[config.mk]
export PLATFORM = sky130hd
export DESIGN_NAME = pipe_ctrl_decode
export DESIGN_NICKNAME = d
export VERILOG_FILES = /design/src/rtl/pipe_ctrl_decode.sv
export SDC_FILE = /design/constraint.sdc
export NUM_CORES = 1
export LEC_CHECK = 0
export ABC_AREA = 1
export CAP_MARGIN = 30
export CORE_ASPECT_RATIO = 1.25
export CORE_MARGIN = 5
export CORE_UTILIZATION = 60
export CTS_CLUSTER_DIAMETER = 60
export CTS_CLUSTER_SIZE = 28
export DETAILED_ROUTE_END_ITERATION = 12
export DONT_BUFFER_PORTS = 1
export HOLD_SLACK_MARGIN = 0.08
export PLACE_DENSITY = 0.84
export SYNTH_ARGS = -nofsm -noshare
export SYNTH_HDL_FRONTEND = slang
export SYNTH_SLANG_ARGS = --single-unit
[constraint.sdc]
create_clock -name clk -period 3.95 [get_ports clk]
set_input_delay 0.1975 -clock clk [delete_from_list [all_inputs] [get_ports clk]]
set_output_delay 0.1975 -clock clk [all_outputs]
set_load 0.01 [all_outputs]
[src/rtl/pipe_ctrl_decode.sv]
// MIPS ID-stage control decoder with ID/EX control register,
// hazard stall/flush handling and a SYSCALL drain/halt sequencer.
module pipe_ctrl_decode #(
  parameter bit EN_SUBWORD   = 1'b1,
  parameter bit EN_SHIFTV    = 1'b1,
  parameter int DRAIN_CYCLES = 3,
  parameter int ILL_CNT_W    = 8
) (
  input  logic                 clk,
  input  logic                 rst,
  input  logic                 id_valid,
  input  logic [31:0]          instr,
  input  logic                 stall,
  input  logic                 flush,
  input  logic                 resume,
  output logic                 id_ready,
  output logic                 ex_valid,
  output logic                 ex_beq,
  output logic                 ex_bne,
  output logic                 ex_mem_to_reg,
  output logic                 ex_mem_write,
  output logic                 ex_alu_src_b,
  output logic                 ex_reg_write,
  output logic                 ex_reg_dst,
  output logic                 ex_signed_ext,
  output logic                 ex_jal,
  output logic                 ex_jmp,
  output logic                 ex_jr,
  output logic                 ex_syscall,
  output logic                 ex_illegal,
  output logic                 ex_mem_unsigned,
  output logic [1:0]           ex_mem_size,
  output logic [3:0]           ex_alu_op,
  output logic                 halt,
  output logic [ILL_CNT_W-1:0] ill_count
);

  typedef struct packed {
    logic       valid;
    logic       beq;
    logic       bne;
    logic       mem_to_reg;
    logic       mem_write;
    logic       alu_src_b;
    logic       reg_write;
    logic       reg_dst;
    logic       signed_ext;
    logic       jal;
    logic       jmp;
    logic       jr;
    logic       syscall;
    logic       illegal;
    logic       mem_unsigned;
    logic [1:0] mem_size;
    logic [3:0] alu_op;
  } ctl_t;

  typedef enum logic [1:0] {
    RUN    = 2'd0,
    DRAIN  = 2'd1,
    HALTED = 2'd2
  } state_t;

  state_t     state;
  logic [3:0] cnt;
  ctl_t       ex_q;
  ctl_t       dec;

  logic [5:0] op;
  logic [5:0] fn;
  logic       unused_bits;

  assign op = instr[31:26];
  assign fn = instr[5:0];
  assign unused_bits = ^instr[25:6];

  logic r;
  logic is_sll, is_srl, is_sra, is_sllv, is_srlv, is_srav;
  logic is_jr, is_sys, is_add, is_addu, is_sub;
  logic is_and, is_or, is_nor, is_slt, is_sltu;
  logic is_j, is_jal, is_beq, is_bne;
  logic is_addi, is_addiu, is_slti, is_andi, is_ori;
  logic is_lw, is_sw, is_lb, is_lh, is_lbu, is_lhu;
  logic is_sb, is_sh;
  logic r_alu, i_alu, ld, st, legal;

  assign r        = (op == 6'd0);
  assign is_sll   = r && fn == 6'd0;
  assign is_srl   = r && fn == 6'd2;
  assign is_sra   = r && fn == 6'd3;
  assign is_sllv  = r && fn == 6'd4 && EN_SHIFTV;
  assign is_srlv  = r && fn == 6'd6 && EN_SHIFTV;
  assign is_srav  = r && fn == 6'd7 && EN_SHIFTV;
  assign is_jr    = r && fn == 6'd8;
  assign is_sys   = r && fn == 6'd12;
  assign is_add   = r && fn == 6'd32;
  assign is_addu  = r && fn == 6'd33;
  assign is_sub   = r && fn == 6'd34;
  assign is_and   = r && fn == 6'd36;
  assign is_or    = r && fn == 6'd37;
  assign is_nor   = r && fn == 6'd39;
  assign is_slt   = r && fn == 6'd42;
  assign is_sltu  = r && fn == 6'd43;
  assign is_j     = op == 6'd2;
  assign is_jal   = op == 6'd3;
  assign is_beq   = op == 6'd4;
  assign is_bne   = op == 6'd5;
  assign is_addi  = op == 6'd8;
  assign is_addiu = op == 6'd9;
  assign is_slti  = op == 6'd10;
  assign is_andi  = op == 6'd12;
  assign is_ori   = op == 6'd13;
  assign is_lw    = op == 6'd35;
  assign is_sw    = op == 6'd43;
  assign is_lb    = op == 6'd32 && EN_SUBWORD;
  assign is_lh    = op == 6'd33 && EN_SUBWORD;
  assign is_lbu   = op == 6'd36 && EN_SUBWORD;
  assign is_lhu   = op == 6'd37 && EN_SUBWORD;
  assign is_sb    = op == 6'd40 && EN_SUBWORD;
  assign is_sh    = op == 6'd41 && EN_SUBWORD;

  assign r_alu = is_sll | is_srl | is_sra | is_sllv | is_srlv
               | is_srav | is_add | is_addu | is_sub | is_and
               | is_or | is_nor | is_slt | is_sltu;
  assign i_alu = is_addi | is_addiu | is_slti | is_andi | is_ori;
  assign ld    = is_lw | is_lb | is_lh | is_lbu | is_lhu;
  assign st    = is_sw | is_sb | is_sh;
  assign legal = r_alu | i_alu | ld | st | is_jr | is_sys
               | is_j | is_jal | is_beq | is_bne;

  always_comb begin
    dec = '0;
    dec.valid = 1'b1;
    if (!legal) begin
      dec.illegal = 1'b1;
    end else begin
      dec.beq          = is_beq;
      dec.bne          = is_bne;
      dec.mem_to_reg   = ld;
      dec.mem_write    = st;
      dec.alu_src_b    = i_alu | ld | st;
      dec.reg_write    = r_alu | is_jal | i_alu | ld;
      dec.reg_dst      = r_alu;
      dec.signed_ext   = is_beq | is_bne | is_addi | is_slti | ld | st;
      dec.jal          = is_jal;
      dec.jmp          = is_j;
      dec.jr           = is_jr;
      dec.syscall      = is_sys;
      dec.mem_unsigned = is_lbu | is_lhu;
      unique case (1'b1)
        is_lb | is_lbu | is_sb: dec.mem_size = 2'b11;
        is_lh | is_lhu | is_sh: dec.mem_size = 2'b01;
        default:                dec.mem_size = 2'b00;
      endcase
      unique case (1'b1)
        is_sll | is_sllv:          dec.alu_op = 4'b0000;
        is_sra | is_srav:          dec.alu_op = 4'b0001;
        is_srl | is_srlv:          dec.alu_op = 4'b0010;
        is_add | is_addu | is_addi
          | is_addiu | ld | st:    dec.alu_op = 4'b0101;
        is_sub:                    dec.alu_op = 4'b0110;
        is_and | is_andi:          dec.alu_op = 4'b0111;
        is_or | is_ori:            dec.alu_op = 4'b1000;
        is_nor:                    dec.alu_op = 4'b1010;
        is_slt | is_slti:          dec.alu_op = 4'b1011;
        is_sltu:                   dec.alu_op = 4'b1100;
        default:                   dec.alu_op = 4'b0000;
      endcase
    end
  end

  assign id_ready = !rst && state == RUN && !flush && !stall && id_valid;

  always_ff @(posedge clk) begin
    if (rst) begin
      state     <= RUN;
      cnt       <= '0;
      ex_q      <= '0;
      halt      <= 1'b0;
      ill_count <= '0;
    end else begin
      unique case (state)
        RUN: begin
          if (flush) begin
            ex_q <= '0;
          end else if (!stall) begin
            if (id_valid) begin
              ex_q <= dec;
              if (dec.illegal && ill_count != '1)
                ill_count <= ill_count + ILL_CNT_W'(1);
              if (dec.syscall) begin
                state <= DRAIN;
                cnt   <= 4'(DRAIN_CYCLES);
              end
            end else begin
              ex_q <= '0;
            end
          end
        end
        // flush cannot cancel a drain; only stall freezes it
        DRAIN: begin
          if (!stall) begin
            ex_q <= '0;
            cnt  <= cnt - 4'd1;
            if (cnt == 4'd1) begin
              state <= HALTED;
              halt  <= 1'b1;
            end
          end
        end
        HALTED: begin
          ex_q <= '0;
          if (resume) begin
            state <= RUN;
            halt  <= 1'b0;
          end
        end
        default: state <= RUN;
      endcase
    end
  end

  assign ex_valid        = ex_q.valid;
  assign ex_beq          = ex_q.beq;
  assign ex_bne          = ex_q.bne;
  assign ex_mem_to_reg   = ex_q.mem_to_reg;
  assign ex_mem_write    = ex_q.mem_write;
  assign ex_alu_src_b    = ex_q.alu_src_b;
  assign ex_reg_write    = ex_q.reg_write;
  assign ex_reg_dst      = ex_q.reg_dst;
  assign ex_signed_ext   = ex_q.signed_ext;
  assign ex_jal          = ex_q.jal;
  assign ex_jmp          = ex_q.jmp;
  assign ex_jr           = ex_q.jr;
  assign ex_syscall      = ex_q.syscall;
  assign ex_illegal      = ex_q.illegal;
  assign ex_mem_unsigned = ex_q.mem_unsigned;
  assign ex_mem_size     = ex_q.mem_size;
  assign ex_alu_op       = ex_q.alu_op;

endmodule

==> results.md <==
Run status:
- The flow ran to the end, and the final reports show no timing, DRC or antenna violations.

Drt:
- The count of antenna-violating nets left after detailed routing is 0.
- Dividing the detail-routed via count by the number of cells gives 5.42.
- The starting DRC count in detailed routing is 85.
- For this run, design rule violations remaining after detail routing come to 0.
- The number of detailed-routing iterations run before antenna repair is 4.
- The via total after detailed routing is 2,139.
- After detailed routing, the total wire length is ~5200 um.
- Dividing the detail-routed wire length by the instance count gives 13.2 um.

Clocking:
- The clock latency at the later pin of the worst-skew pair is between 0.2 and 0.3 ns.
- The clock tree from TritonCTS is built.
- Buffers inserted during clock tree synthesis total 5.
- The clock net in this run drives a total of 36 sinks.
- The clock-pin slew reported for the worst setup and hold paths after clock tree synthesis is ~0.070 ns.
- The deepest level of the CTS H-tree is 2.
- The master cell of the clock root buffer is clkbuf_8.
- In this run the deepest clock path goes through 2 buffers.
- The post-cts gate resize count is 0.

Placement:
- The pre-CTS worst setup slack is between 1 and 1.5 ns.
- The total of buffers placed on input and output ports is 0.
- The last weighted congestion value of the routability-driven placer is between 0.9 and 1.
- Detailed placement finished with a half-perimeter wire length of about 4000 um.

Timing:
- The final critical path takes up 69.5% of the cycle.
- Setup violations remaining at the end of the flow were counted as 0.
- The final critical-path required period is between 2 and 3 ns.
- At the pin with the least slew margin, the transition time is a little under 0.9 ns.
- Clock skew on the completed layout was measured at about 0.0032 ns.
- Setup slack on the critical path of the routed design comes to about 1.2 ns.
- The tightest slew margin relative to the limit is roughly two fifths.
- The achievable clock frequency is 0.364 GHz.
- For the final routed database, the setup TNS stands at 0 ns.
- The number of endpoints with negative hold slack in the final report is 0.
- Setup repair after global routing left no endpoint under its margin.
- The count of pins over their slew limit is 0.

Power and ir drop:
- The maximum ir drop on the vdd rail is about 0.00021 V.
- Power spread over the standard cell area amounts to ~420 nW/um^2.
- The analysis attributes to cell leakage a power of slightly above 1 nW.

Finish:
- The number of flip-flops in the largest register is 8.
- For this run, the post-layout net count is 386.
- The library cells used most frequently in the layout, excluding fill and tap cells, are nand2_1 (66), nand3_1 (38), inv_1 (37), nor2_1 (36), dfxtp_1 (36).
- The layout has 346 filler cells.
- Leaving out fill and tap cells, the most frequent cell in the layout is nand2_1.
- From synthesis to final layout, the design area changed by 7.08%.
- The proportion of layout cells with a drive suffix above 1 is between 10% and 20%.
- The register bank with the most flops is ill_count.
- The antenna diode instance count is 0.

Worst setup path:
- The type of element capturing the critical path is a flop.
- The startpoint identified for the worst register-to-register timing path is state[1].
- For this run, the slowest stage of the critical path takes around 0.85 ns.
- The maximum net fanout on the critical path is 23.
- Across all register-to-register paths, the minimum setup slack is ~1.2 ns.
- Data on the critical path arrives at its endpoint at slightly below 3 ns.
- The number of cells on the worst reg-to-reg path is 9.
- The path length in cells of the critical path is 9.
- The most critical setup path has its endpoint at ex_reg_dst.
- The critical path in this run is classified as reg -> reg.
- The type of element launching the critical path is a flop.
- The critical path required time is about 4.2 ns.
- The critical path goes through inv_1, ha_1, nand2_1, inv_1, nor2_1, nand2_1, nor3_2, o21ai_0, a21oi_1.
- In this run the critical register-to-register path is captured at ex_reg_dst.
- The cell at the slowest stage of the critical path is nor3_2.
- The critical path contains buffers and inverters numbering 2 combined.
- The worst setup path startpoint is state[1].
- In this design, the largest share of critical-path delay is due to simple AND/OR/NAND/NOR gates.

Die:
- The initial utilization of the core area, before any placement, comes to between 60 and 70%.
- The die covers 5280 sq um.
- The I/O pin total is 69.
- The vertical extent of the die is approximately 80 um.
- After floorplanning, the core was divided into 25 placement rows.
- The die width is 66.0 um.
- The core outline area is roughly 3800 sq um.

GRT:
- The number of global-route vias before repair is around 2,100.
- The first global-routing pass estimated 8890 um of wire.
- The initial antenna violation count is 0.
- The aggregate global-route resource usage is approximately a fifth.
- Entering global routing, the biggest net connects 34 pins.
- The total overflow left after global routing is 0.

Logic synthesis:
- The async set-reset flop share out of synthesis is 0%.
- The cell count after synthesis is between 300 and 400.
- Averaged over all synthesized cells, the footprint is just under 7 sq um.
- After synthesis, flip-flops and latches occupy 30.7% of the total area.
- For this run, the leading register cell type out of synthesis is dfxtp_1.
- The number of different library cells used by synthesis comes to 29.
- The count of flip-flops with a built-in enable after synthesis is 0.
- The synthesized design contains 36 register bits.
- The synthesized cell area is 2350 sq um.
- The number of warnings issued by yosys is 0.
- The number of nets produced by synthesis is around 380.

Hold path:
- The tightest min-delay check is of the in -> reg type.
- The startpoint identified for the worst hold timing path is rst.

Job:
- The count of max-cap constraint violations is 0.
==> Yosys cell counts (3+ instances only) <==
cell	count	share of area [%]
nand3_1	38	8.1
inv_1	37	5.9
nor2_1	36	5.8
xnor2_1	3	1.1
nor2_2	4	1.1
o21ai_0	3	0.64
nand2_4	4	1.9
a21oi_1	35	7.5
nor2_8	3	2.6
o21ai_1	5	1.1
nand3_2	9	3.8
nand4_1	13	3.5
inv_2	5	0.80
xor2_1	5	1.9
clkbuf_1	6	0.96
nor3_1	10	2.1
nor2_4	5	2.4
nand2_1	66	11
ha_1	7	3.7
dfxtp_1	36	31
==> routing by layer <==
metal | wire (um) | track usage (%) | vias to the layer above
met4 | 66 | 6.30 | 0
li1 | - | - | 1121
met5 | 0 | 0 | -
met3 | 300 | 5.07 | 5
met2 | 2630 | 37.9 | 51
met1 | 2210 | 24.8 | 962
==> worst min-delay path, delay by kind of cell <==
family                 cells  cell delay, ns
buffers and inverters      1            0.04
and+or+nand+nor            2            0.10
==> final cells by class <==
type                    instances  area (sq um)  share of cell area (%)
clock buffers                   7          96.3                    3.83
inverters                      42           158                    6.27
multi-input cells             254          1440                    57.4
flip-flops and latches         36           721                    28.6
well taps                      54          67.6                    2.69
repair buffers                  2          30.0                    1.19
==> worst min-delay path by stage <==
stage          cells past startpoint      endpoint  slack [ns]
6_report                           3  ill_count[0]        0.09
5_1_grt                            3  ill_count[0]        0.09
4_1_cts                            3  ill_count[0]        0.08
3_5_place_dp                       1  ex_alu_src_b        0.27
3_3_place_gp                       1  ill_count[2]        0.27
2_1_floorplan                      2        ex_bne        0.36
==> repair_timing <==
item                                    4_1_cts  5_1_grt
endpoints found under the hold margin        33        0
endpoints found under the setup margin        0        0
hold buffers                                  2        0
buffers inserted                              0        0
==> stage by stage <==
step                cell area [sq um]  cells  total power, W  hold WS (ns)  util [%]
CTS                              2520    395         0.00106        0.0825      66.5
floorplan                        2350    339        0.000718         0.358         -
global placement                 2390    386        0.000761         0.270      63.1
detailed placement               2390    386        0.000774         0.273      63.1
global route                     2520    395         0.00113        0.0888      66.5
finish                           2520    395         0.00106        0.0860      66.5
==> kinds of logic after synthesis <==
logic type                 count (synthesis)  share of synthesized area [%]
and+or+nand+nor                          193                           44.5
buffers and inverters                     49                           7.88
AOI/OAI and AO/OA                         46                           10.2
DFF                                       36                           30.7
xor gates and xnor gates                   8                           2.98
adders and majority gates                  7                           3.73
==> where the power goes <==
group          total, W  internal, W  switching (W)  leakage [nW]
combinational  0.000353     0.000112       0.000241         0.685
clock          0.000287     0.000155       0.000132        0.0503
sequential     0.000424     0.000394      0.0000299         0.291
Power figures use the tool's default switching activity.
